## config.mk

```make
export PLATFORM = sky130hd
export DESIGN_NAME = match_controller
export DESIGN_NICKNAME = d
export VERILOG_FILES = /design/src/rtl/match_controller.sv
export SDC_FILE = /design/constraint.sdc
export NUM_CORES = 1
export LEC_CHECK = 0
export ABC_AREA = 0
export CORE_UTILIZATION = 54
export CTS_CLUSTER_SIZE = 28
export DETAILED_ROUTE_END_ITERATION = 7
export PLACE_DENSITY = 0.92
export SLEW_MARGIN = 0
export SYNTH_ARGS = -nofsm -noshare
export SYNTH_HDL_FRONTEND = slang
export SYNTH_SLANG_ARGS = --single-unit
export TNS_END_PERCENT = 30
```

## constraint.sdc

```tcl
create_clock -name clk -period 2.57 [get_ports clk]
set_input_delay 0.3855 -clock clk [delete_from_list [all_inputs] [get_ports clk]]
set_output_delay 0.3855 -clock clk [all_outputs]
set_load 0.02 [all_outputs]
```

## src/rtl/match_controller.sv

```systemverilog
// Match supervisor: lives/HP bookkeeping for NUM_PLAYERS fighters, READY/PLAY/PAUSE/ENDGAME flow,
// winner/draw reporting. Registered state/outputs; screen and alive decode combinationally.
module match_controller #(
  parameter int NUM_PLAYERS  = 2,
  parameter int LIVES        = 3,
  parameter int LIFE_W       = 3,
  parameter int HP_W         = 12,
  parameter int DAMAGE       = 1,
  parameter int HIT_COOLDOWN = 8,
  parameter int CD_W         = 8
) (
  input  logic                          clk,
  input  logic                          reset,
  input  logic                          start_req,
  input  logic                          pause_req,
  input  logic                          restart_req,
  input  logic [NUM_PLAYERS-1:0]        hit,
  input  logic [NUM_PLAYERS-1:0]        death,
  output logic [NUM_PLAYERS*LIFE_W-1:0] lives,
  output logic [NUM_PLAYERS*HP_W-1:0]   hp,
  output logic [NUM_PLAYERS-1:0]        alive,
  output logic [NUM_PLAYERS-1:0]        hit_ack,
  output logic [1:0]                    screen,
  output logic [1:0]                    winner,
  output logic                          draw
);

  typedef enum logic [1:0] {
    ST_READY = 2'b00,
    ST_PLAY  = 2'b01,
    ST_PAUSE = 2'b10,
    ST_END   = 2'b11
  } state_t;

  localparam logic [HP_W:0] DMG_EXT = (HP_W+1)'(DAMAGE);

  state_t                 state, state_nxt;
  logic [NUM_PLAYERS-1:0] death_q;
  logic                   pause_q;
  logic [CD_W-1:0]        cd [NUM_PLAYERS];
  logic [NUM_PLAYERS-1:0] death_ev;
  logic                   pause_edge;
  logic [2:0]             n_alive;
  logic [1:0]             sole_idx;
  logic                   game_over;

  // Falling edge of death: one event per out-of-bounds excursion.
  assign death_ev   = death_q & ~death;
  assign pause_edge = pause_req & ~pause_q;

  function automatic logic [HP_W-1:0] sat_add(input logic [HP_W-1:0] h);
    logic [HP_W:0] s;
    s = {1'b0, h} + DMG_EXT;
    return s[HP_W] ? '1 : s[HP_W-1:0];
  endfunction

  always_comb begin
    alive    = '0;
    n_alive  = '0;
    sole_idx = '0;
    for (int i = 0; i < NUM_PLAYERS; i++) begin
      alive[i] = |lives[i*LIFE_W +: LIFE_W];
      n_alive  = n_alive + {2'b00, alive[i]};
      if (alive[i]) sole_idx = 2'(i);
    end
    game_over = (n_alive <= 3'd1);
  end

  always_ff @(posedge clk or negedge reset) begin
    if (!reset) state <= ST_READY;
    else        state <= state_nxt;
  end

  always_comb begin
    state_nxt = state;
    case (state)
      ST_READY: if (start_req) state_nxt = ST_PLAY;
      ST_PLAY: begin
        if (game_over)       state_nxt = ST_END;
        else if (pause_edge) state_nxt = ST_PAUSE;
      end
      ST_PAUSE: if (pause_edge)  state_nxt = ST_PLAY;
      ST_END:   if (restart_req) state_nxt = ST_READY;
      default:  state_nxt = ST_READY;
    endcase
  end

  always_comb begin
    screen = state;
  end

  always_ff @(posedge clk or negedge reset) begin
    if (!reset) begin
      for (int i = 0; i < NUM_PLAYERS; i++) begin
        lives[i*LIFE_W +: LIFE_W] <= LIFE_W'(LIVES);
        cd[i]                     <= '0;
      end
      hp      <= '0;
      hit_ack <= '0;
      winner  <= '0;
      draw    <= 1'b0;
      death_q <= '0;
      pause_q <= 1'b0;
    end else begin
      death_q <= death;
      pause_q <= pause_req;
      hit_ack <= '0;
      case (state)
        ST_READY: begin
          for (int i = 0; i < NUM_PLAYERS; i++) begin
            lives[i*LIFE_W +: LIFE_W] <= LIFE_W'(LIVES);
            hp[i*HP_W +: HP_W]        <= '0;
            cd[i]                     <= '0;
          end
        end
        ST_PLAY: begin
          for (int i = 0; i < NUM_PLAYERS; i++) begin
            if (alive[i]) begin
              if (death_ev[i]) begin
                lives[i*LIFE_W +: LIFE_W] <= lives[i*LIFE_W +: LIFE_W] - LIFE_W'(1);
                hp[i*HP_W +: HP_W]        <= '0;
                cd[i]                     <= '0;
              end else if (hit[i] && cd[i] == '0) begin
                hp[i*HP_W +: HP_W] <= sat_add(hp[i*HP_W +: HP_W]);
                cd[i]              <= CD_W'(HIT_COOLDOWN);
                hit_ack[i]         <= 1'b1;
              end else if (cd[i] != '0) begin
                cd[i] <= cd[i] - CD_W'(1);
              end
            end
          end
          // Survivor count comes from registered lives, hence the one-cycle lag into ENDGAME.
          if (game_over) begin
            winner <= (n_alive == 3'd0) ? 2'b00 : sole_idx;
            draw   <= (n_alive == 3'd0);
          end
        end
        ST_END: begin
          if (restart_req) begin
            winner <= '0;
            draw   <= 1'b0;
          end
        end
        default: ;
      endcase
    end
  end

endmodule

```

# Word-level counts from Yosys, hierarchy flattened
# Cells that the tools add are included.
dict set report op_classes {
  eq_ne 16
  reduce_logical 20
  magnitude_cmp 1
  n_mux 43
  add_sub_neg 7
  bitwise_logic 4
}
# op count
set op_table {}
lappend op_table {{two-way mux 12 bit} 8}
lappend op_table {{two-way mux 8 bit} 8}
lappend op_table {{case mux 24 bit (2 select lines)} 1}
lappend op_table {{case mux 16 bit (2 select lines)} 1}
lappend op_table {{adder 12 x 1 -> 13 bit (second input constant)} 2}
lappend op_table {{AND reduction 3 bit} 7}
lappend op_table {{zero test 8 bit} 2}
lappend op_table {{!= test 2 bit (second input constant)} 8}
lappend op_table {{nonzero test 8 bit} 2}
lappend op_table {{subtractor 8 x 1 -> 8 bit (second input constant)} 2}
lappend op_table {{two-way mux 2 bit} 7}
lappend op_table {{two-way mux 3 bit} 4}
lappend op_table {{case mux 6 bit (2 select lines)} 1}
lappend op_table {{two-way mux 1 bit} 10}
lappend op_table {{!= test 3 bit (second input constant)} 3}
lappend op_table {{!= test 4 bit (second input constant)} 2}
lappend op_table {{case mux 2 bit (4 select lines)} 1}
lappend op_table {{OR reduction 3 bit} 2}
lappend op_table {{subtractor 3 x 1 -> 3 bit (second input constant)} 2}
lappend op_table {{equality test 2 bit (second input constant)} 2}
lappend op_table {{case mux 2 bit (2 select lines)} 1}
lappend op_table {{AND reduction 4 bit} 1}
lappend op_table {{nonzero test 2 bit} 2}
lappend op_table {{zero test 3 bit} 1}
lappend op_table {{10 further kinds} 11}
dict set report totals {
  word_cells 103
  regBits 56
  inputBits 9
}

# Logic depth before layout (Yosys ltp)
# Gate-level depths: netlist of run 1.
dict set report logic_depth {
  depth_word 6
  ltp_mapped 8
  ltp_nobuf 8
}

# Worst setup path before layout of run 1
# OpenSTA, ideal clock, no wires.
dict set report synth_path {
  path_type {reg-to-reg}
  from {reg lives[0]}
  to {reg hp[7]}
  t_required_ns 2.449
  path_buffers 0
  t_arrival_ns 2.009
  setup_ns 0.121
  setup_slack_ns 0.440
  path_stages_with_launch 8
  path_cell_list {dfstp_2 inv_1 ha_1 nor2b_1 a21oi_1 a21bo_4 a21o_1 a22o_1}
}
dict set report synth_via {
  elab_chain_len 3
}
# item line
set synth_rtl {}
lappend synth_rtl {{start: declaration} 19} ;# output logic [NUM_PLAYERS*LIFE_W-1:0] lives,
lappend synth_rtl {{start signal: indexed assignment} 95} ;# lives[i*LIFE_W +: LIFE_W] <= LIFE_W'(LIVES);
lappend synth_rtl {{start signal: indexed assignment} 111} ;# lives[i*LIFE_W +: LIFE_W] <= LIFE_W'(LIVES);
lappend synth_rtl {{start signal: indexed assignment} 120} ;# lives[i*LIFE_W +: LIFE_W] <= lives[i*LIFE_W +: LIFE_W] - LIFE_W'(1);
lappend synth_rtl {{OR reduction 3 bit} 62} ;# alive[i] = |lives[i*LIFE_W +: LIFE_W];
lappend synth_rtl {{!= test 2 bit (no line)} n/a}
lappend synth_rtl {{AND reduction 3 bit (no line)} n/a}
lappend synth_rtl {{end signal: indexed assignment} 124} ;# hp[i*HP_W +: HP_W] <= sat_add(hp[i*HP_W +: HP_W]);
lappend synth_rtl {{end: declaration} 20} ;# output logic [NUM_PLAYERS*HP_W-1:0] hp,
# Every way passes these cells.
# A chain may end at the register's enable or synchronous reset.

# Worst setup path after layout of run 1
dict set report layout_path {
  from {reg lives[0]}
  to {out alive[0]}
}
dict set report layout_via {
  elab_chain_len 1
}
# item line
set layout_rtl {}
lappend layout_rtl {{OR reduction 3 bit} 62}
lappend layout_rtl {{end: declaration} 21} ;# output logic [NUM_PLAYERS-1:0] alive,
# Every way passes these cells.

==> impl_metrics.tcl, run 1 <==
set metrics [dict create \
    finalMaxSlewViolations 0 \
    clk_path_buf_depth 2 \
    cellPowerDensity_nw_per_um2 1070 \
    core_um2 5540 \
    ys_ff_latch 55 \
    drc 0 \
    yosysSeqAreaShare_pct 44.2 \
    finClkSkew_ps 9.78 \
    io_pins 48 \
    synthTopCellsByArea "dfrtp_1 41%, a21oi_1 5.8%, o21ai_0 5.6%, nand2_1 5.2%, dfstp_2 3.4%" \
    gr-max-usage-layer "met2" \
    dieHeight_um 78.1 \
    critical_path.max_fanout 5 \
    grt_use_total_pct 26.2 \
    p_total_uw 4100 \
    dp_hpwl_um 5310 \
    grt_max_degree 28 \
    cp.required_ps 2180 \
    nNetsFinal 425 \
    viasPerCell 6.12 \
    drt_iter0_markers 206 \
    p_leak_uw 0.00169 \
    crit_type "reg -> out" \
    synth_most_common_cell "dfrtp_1" \
    cp-start-kind "flop" \
    synth.net_count 370 \
    grt_overflow 0 \
    ys_top_cells_by_count "51 x dfrtp_1, 43 x nand2_1, 36 x a21oi_1, 35 x o21ai_0, 27 x nor2_1" \
    arrival_ps 2030 \
    cap_violations 0 \
    hold_viol 0 \
    setup_violations 0 \
    place_ws_ps 369 \
    ir_drop_mv 0.694 \
    synth_flop_cell "dfrtp_1" \
    die_x_um 78.1 \
    grt_use_met3_pct 4.65 \
    postRouteAntennaNets 0 \
    post-route-worst-setup-slack_ps 151 \
    cts_buffers 5 \
    post_cts_buffers 0 \
    cp-end-kind "output port" \
    root_buffer "clkbuf_8" \
    synth_top_area_cell "dfrtp_1" \
    avgRoutedWirePerCell_um 15.2 \
    clock_latency_ps 310 \
    grt_pass1_vias 2768 \
    rows 27 \
    async_flop_share_pct 100 \
    start_util_pct 56.4 \
    period_share_pct 94.1 \
    antenna_cells 0 \
    p_seq_share_pct 32.1 \
    port-buffer-count 46 \
    p_sw_share_pct 44.6 \
    synthCells 353 \
    finalCriticalPeriod_ps 2420 \
    num_vias 2938 \
    syn_area_um2 3130 \
    grt_use_met1_pct 35.6 \
    met2_usage_pct 42.6 \
    fmax_mhz 413 \
    clkPwrFrac_pct 14.1 \
    rsz0062_at_grt "false" \
    clock-sinks 55 \
    status "completed" \
    htreeDepth 2 \
    avgSynthCellArea_um2 8.86 \
    gp_congestion 0.883 \
    clk_pin_slew_ps 100 \
    tritoncts "built" \
    p_int_uw 2270 \
    layout-drive-gt1-share_pct 8.82 \
    power_frac_comb_pct 53.8 \
    grt_pass1_wl_um 12900 \
    hold_class "in -> async" \
    synth_cell_types 59 \
    yosysWarnings 0 \
    synth_top_area_share_pct 40.8 \
    finalSetupTns_ps 0 \
    dieArea_um2 6100 \
    syn2layout_area_growth_pct 22.6 \
    p_switching_uw 1830 \
    drt_first_pass_iters 5 \
    antenna_found_initial 0 \
    routed_wl_um 7320 \
    synth_edf_count 0 \
]
registers in the layout, indices dropped and copies added (netlist names):
name	cells
pause_q	1
hp	24
draw	1
hit_ack	2
lives	6
screen	2
death_q	2
cd	16
winner	1
per-stage QoR:
stage               util, %  instance area [µm²]  hold WS (ps)  cells
floorplan                 -                 3130          89.9    353
finish                 69.2                 3830           448    480
global route           69.2                 3830           470    480
detailed placement     67.0                 3710           257    472
CTS                    69.1                 3830           448    480
global placement       67.0                 3710           253    472
worst paths after layout:
check,startpoint,to,slack [ps],cells past startpoint
min in group clk,cd[15],cd[15],520,1
worst max register to register,lives[0],hp[7],360,7
worst max-delay path,lives[0],alive[0],150,5
max in group asynchronous,reset,cd[6],1590,3
worst min-delay path,reset,hp[5],450,2
worst min register to register,cd[15],cd[15],520,1
what timing repair did:
item / CTS / global route
gates resized for setup: 0 / 2
hold buffers: 1 / 0
setup endpoints to repair: 0 / 2
endpoints found under the hold margin: 7 / 0
cells in the final DEF, fill, tap and decap left out, drive strengths merged, types with 3 or more instances in the layout:
cell type and count:
a31oi 11, o22a 5, nor2b 4, nor4b 3, o21ai 37, nand2 44
a41oi 3, dfrtp 51, clkbuf 5, nand3 16, nor3 10, o31ai 5
nand2b 4, and2 3, clkdlybuf4s50 44, a21o 4, inv 15, nand4 8
and4 5, dfstp 4, buf 12, ha 8, nor2 27, a21oi 37
and3 9
area by class of cell:
class / instances / area [µm²]
Timing Repair Buffer: 58 / 563
Sequential cell: 55 / 1380
Fill cell: 418 / 1710
Inverter: 16 / 60.1
Tap cell: 72 / 90.1
Multi-Input combinational cell: 272 / 1630
Clock inverter: 2 / 37.5
Clock buffer: 5 / 68.8
routing by layer:
| metal | wire [µm] | vias up |
|---|---|---|
| li1 | - | 1399 |
| met1 | 3210 | 1399 |
| met2 | 3530 | 128 |
| met3 | 458 | 12 |
| met4 | 118 | 0 |
| met5 | 0 | - |
worst max-delay path: stages, from the launching register on:
cell	delay, ps
dfstp_2	570
inv_1	70
ha_1	210
nor2b_2	190
clkinv_1	100
clkdlybuf4s50_1	600
power by group through the flow:
stage,logic [µW],clock network [µW],registers [µW]
final,2200,576,1320
after global routing,2440,620,1350
after CTS,2190,584,1310
after detailed placement,2170,0,1320
after global placement,2090,0,1310
after floorplan,1400,0,1410
cells by family after synthesis:
logic type,Yosys count,share of synthesized area (%)
AND/OR/NAND/NOR,138,23.2
AO/OA/AOI/OAI,120,24.1
flip-flops,55,44.2
buffers and inverters,26,3.64
adder cells (fa/ha/maj),8,3.20
XOR/XNOR,3,0.840
multiplexers,2,0.640
other,1,0.120
Power figures use the tool's default switching activity.
==> run 2: changes to the inputs <==
PLACE_DENSITY = 0.87   (was 0.92)
==> run 2 against run 1 <==
Against the previous run: clock power down 9.4%; sequential cell count did not move; die area did not move; register-to-register slack worse by 50 ps.
==> impl_metrics.tcl, run 2 (synthesis gave the netlist of run 1 again) <==
set metrics [dict create \
    status "completed" \
    fill_cells 435 \
    fmax_mhz 411 \
    hold_class "in -> async" \
    drc 0 \
    port-buffer-count 46 \
    layout_commonest_cell "dfrtp_1" \
    grt_overflow 0 \
    num_vias 2913 \
    tritoncts "built" \
    antenna_found_initial 0 \
    finalSetupTns_ps 0 \
    postRouteAntennaNets 0 \
    dp_hpwl_um 5380 \
    dieArea_um2 6100 \
    cellPowerDensity_nw_per_um2 1060 \
    cap_violations 0 \
    grt_pass1_vias 2709 \
    clock_latency_ps 330 \
    cp.required_ps 2180 \
    final_cell_mix "51 x dfrtp_1, 44 x clkdlybuf4s50_1, 43 x nand2_1" \
    cts_buffers 5 \
    largest_register "hp" \
    multiInputGateArea_um2 1630 \
    register_area_um2 1380 \
    largest_register_ffs 24 \
    drt_iter0_markers 251 \
    reg.largest.list "hp x24, cd x16, lives x6" \
    period_share_pct 94.8 \
    htreeDepth 2 \
    io_pins 48 \
    slew_headroom_pct 58.3 \
    cp-start-kind "flop" \
    clk_path_buf_depth 2 \
    cp-end-kind "output port" \
    gp_congestion 0.907 \
    holdWs_ps 51.7 \
    grt_max_degree 27 \
    p_total_uw 4020 \
    tightest_slew_ps 625 \
    crit_type "reg -> out" \
    finClkSkew_ps 20.9 \
    die_x_um 78.1 \
    rows 27 \
    nNetsFinal 424 \
    syn2layout_area_growth_pct 21.4 \
    antenna_cells 0 \
    viasPerCell 6.07 \
    finalCriticalPeriod_ps 2440 \
    post_cts_buffers 0 \
    arrival_ps 2050 \
    clock-sinks 55 \
    start_util_pct 56.4 \
    finalMaxSlewViolations 0 \
    r2r_cells 8 \
    rsz0062_at_grt "false" \
    core_um2 5540 \
    clk_pin_slew_ps 120 \
    ir_drop_mv 0.723 \
    avgRoutedWirePerCell_um 15.5 \
    root_buffer "clkbuf_8" \
    routed_wl_um 7460 \
    dieHeight_um 78.1 \
    critical_path.max_fanout 5 \
    grt_use_total_pct 25.4 \
    hold_viol 0 \
    hold_buffers 0 \
    drt_first_pass_iters 6 \
    p_leak_uw 0.00168 \
    grt_pass1_wl_um 12300 \
    setup_violations 0 \
    layout-drive-gt1-share_pct 8.82 \
]
[run 2: cell types whose count changed in the layout (fill, tap and decap cells not counted)]
cell            change
inv_6               +2
clkinvlp_4          -1
nor2b_2             -1
dlygate4sd3_1       -1
bufinv_16           -1
clkinv_4            +1
dlygate4sd2_1       +1
nor2b_1             +1
buf_4               +1
buf_12              -1
dlymetal6s2s_1      -1
[run 2: stage by stage]
stage                     cells  area (µm²)  utilization [%]  worst slack [ps]
after global placement      472        3700             66.8               422
after detailed placement    472        3700             66.8               368
final                       480        3790             68.5               134
after global routing        480        3790             68.5              33.3
after CTS                   480        3790             68.5               120
after floorplan             353        3130                -               440
[run 2: critical path: stages (launching register included)]
cell and delay (ps):
dfstp_2 400, inv_1 80, ha_1 160, nor2b_1 310, clkinv_1 200, clkdlybuf4s50_1 580
[run 2: path summary, 6_finish.rpt]
kind	start	end	slack (ps)
max	lives[0]	alive[0]	130
min	reset	hp[4]	50
max reg2reg	lives[3]	hp[14]	310
min reg2reg	draw	draw	530
max in group asynchronous	reset	lives[0]	1740
min in group clk	draw	draw	530
[run 2: area by class of cell]
cell class	instances	area share (%)
Sequential cell	55	36.4
Timing Repair Buffer	57	14.1
Multi-Input combinational cell	272	43.0
Clock inverter	3	0.692
Clock buffer	5	1.81
Tap cell	72	2.37
Inverter	16	1.58
[run 2: where the power goes]
part | switching (µW) | total [µW] | internal, µW
Sequential | 247 | 1330 | 1090
Clock | 321 | 522 | 202
Combinational | 1270 | 2170 | 893
[run 2: timing repair]
| item | CTS | global route |
|---|---|---|
| endpoints found under the setup margin | 1 | 0 |
| hold endpoints to repair | 0 | 0 |
| resized for setup | 1 | 0 |
[run 2: routing by layer]
metal  vias up  track usage [%]  part of all wire (%)
met5         -                0                     0
met4         0             7.96                   1.6
met3        12             3.60                   4.5
met2        97             41.3                    48
met1      1406             35.0                    46
li1       1398                -                     -
==> run 3: changes to the inputs <==
CTS_BUF_LIST = sky130_fd_sc_hd__clkbuf_16   (was not set)
==> run 3 against run 2 <==
Against the previous run: clock-buffer cell count is the same; worst setup slack gained 18 ps; sequential share of layout area shrank 0.57 points; clock skew shrank 8.4 ps; global-route usage grew 0.76 points; first-iteration DRC count shrank 16%; sequential cell count is the same; critical path type unchanged; largest power group unchanged; highest routed layer unchanged.
==> impl_metrics.tcl, run 3 (synthesis gave the netlist of run 1 again) <==
set metrics [dict create \
    viasPerCell 6.14 \
    antenna_found_initial 0 \
    grt_overflow 0 \
    cts-resized-gates 0 \
    largest_register "hp" \
    tightest_slew_ps 629 \
    clk_path_buf_depth 2 \
    hold_viol 0 \
    cp-end-kind "output port" \
    status "completed" \
    dp.cells 472 \
    reg.largest.list "hp x24, cd x16, lives x6" \
    slew_headroom_pct 58.1 \
    register_area_um2 1380 \
    clk_pin_slew_ps 80 \
    arrival_ps 2030 \
    cts_buffers 5 \
    largest_register_ffs 24 \
    finClkSkew_ps 12.5 \
    clock_latency_ps 300 \
    p_total_uw 4230 \
    port-buffer-count 46 \
    rr_endpoint "hp[14]" \
    post_dp_cell_area_um2 3700 \
    rr_startpoint "lives[3]" \
    fmax_mhz 414 \
    gp_congestion 0.907 \
    routed_wl_um 7670 \
    clock-sinks 55 \
    rsz0062_at_grt "false" \
    multiInputGateArea_um2 1630 \
    finalMaxSlewViolations 0 \
    num_vias 2946 \
    tritoncts "built" \
    crit_type "reg -> out" \
    post-route-util_pct 69.6 \
    cellPowerDensity_nw_per_um2 1100 \
    grt_pass1_wl_um 12700 \
    avgRoutedWirePerCell_um 16.0 \
    start_util_pct 56.4 \
    grt_use_total_pct 26.1 \
    core_um2 5540 \
    syn2layout_area_growth_pct 23.3 \
    r2r_cells 8 \
    rows 27 \
    grt_pass1_vias 2758 \
    cp.required_ps 2180 \
    post_cts_buffers 0 \
    dieHeight_um 78.1 \
    finalCriticalPeriod_ps 2420 \
    fill_cells 421 \
    postRouteAntennaNets 0 \
    stdcell_count 480 \
    hold_class "in -> async" \
    finalSetupTns_ps 0 \
    layout-drive-gt1-share_pct 8.82 \
    grt_max_degree 27 \
    ir_drop_mv 0.651 \
    cap_violations 0 \
    root_buffer "clkbuf_16" \
    drc 0 \
    hold_buffers 0 \
    dp_hpwl_um 5380 \
    dieArea_um2 6100 \
    final_cell_mix "51 x dfrtp_1, 44 x clkdlybuf4s50_1, 43 x nand2_1" \
    io_pins 48 \
    p_leak_uw 0.00171 \
    period_share_pct 94.1 \
    r2r_slack_ps 290 \
    setup_violations 0 \
    antenna_cells 0 \
    layout_commonest_cell "dfrtp_1" \
    cp-start-kind "flop" \
    drt_first_pass_iters 5 \
    final_area_um2 3850 \
    die_x_um 78.1 \
    critical_path.max_fanout 5 \
    nNetsFinal 424 \
    htreeDepth 2 \
    drt_iter0_markers 210 \
]
-- run 3: changes by cell type in the layout (fill, tap and decap cells not counted), sizes merged --
| cell | before | now |
|---|---|---|
| dlygate4sd2 | 1 | 0 |
| dlymetal6s2s | 0 | 1 |
-- run 3: per-layer routing --
metal  global-route usage (%)  vias up  routed length (µm)
met1                     35.2     1437                3450
li1                         -     1399                   -
met2                     43.0       99                3750
met5                        0        -                   0
met4                     9.26        0                 125
met3                     3.84       11                 344
-- run 3: how the worst max path moves through the flow --
stage / to / cells after the start / slack (ps) / from
finish: alive[0] / 5 / 150 / lives[0]
global route: alive[0] / 5 / 90 / lives[0]
CTS: alive[1] / 5 / 30 / lives[3]
detailed placement: alive[1] / 5 / 370 / lives[3]
global placement: alive[1] / 5 / 420 / lives[3]
floorplan: hp[7] / 7 / 440 / lives[0]
-- run 3: stage by stage --
step	hold WS, ps	worst slack (ps)
6_report	95.8	152
3_3_place_gp	425	422
3_5_place_dp	441	368
2_1_floorplan	89.9	440
4_1_cts	125	31.1
5_1_grt	146	91.6
-- run 3: final cells by class --
type	instances	share of cell area [%]
Multi-Input combinational cell	272	42.3
Clock buffer	5	3.25
Timing Repair Buffer	57	14.0
Inverter	16	1.56
Clock inverter	3	0.682
Sequential cell	55	35.8
Tap cell	72	2.34
-- run 3: where the power goes --
| part | internal, µW | total, µW | switching, µW |
|---|---|---|---|
| Clock | 371 | 714 | 342 |
| Combinational | 892 | 2180 | 1290 |
| Sequential | 1090 | 1340 | 250 |
-- run 3: critical path: stages, from the launching register on --
cell	delay, ps
dfstp_2	570
inv_1	70
ha_1	200
nor2b_1	180
clkinv_1	100
clkdlybuf4s50_1	610
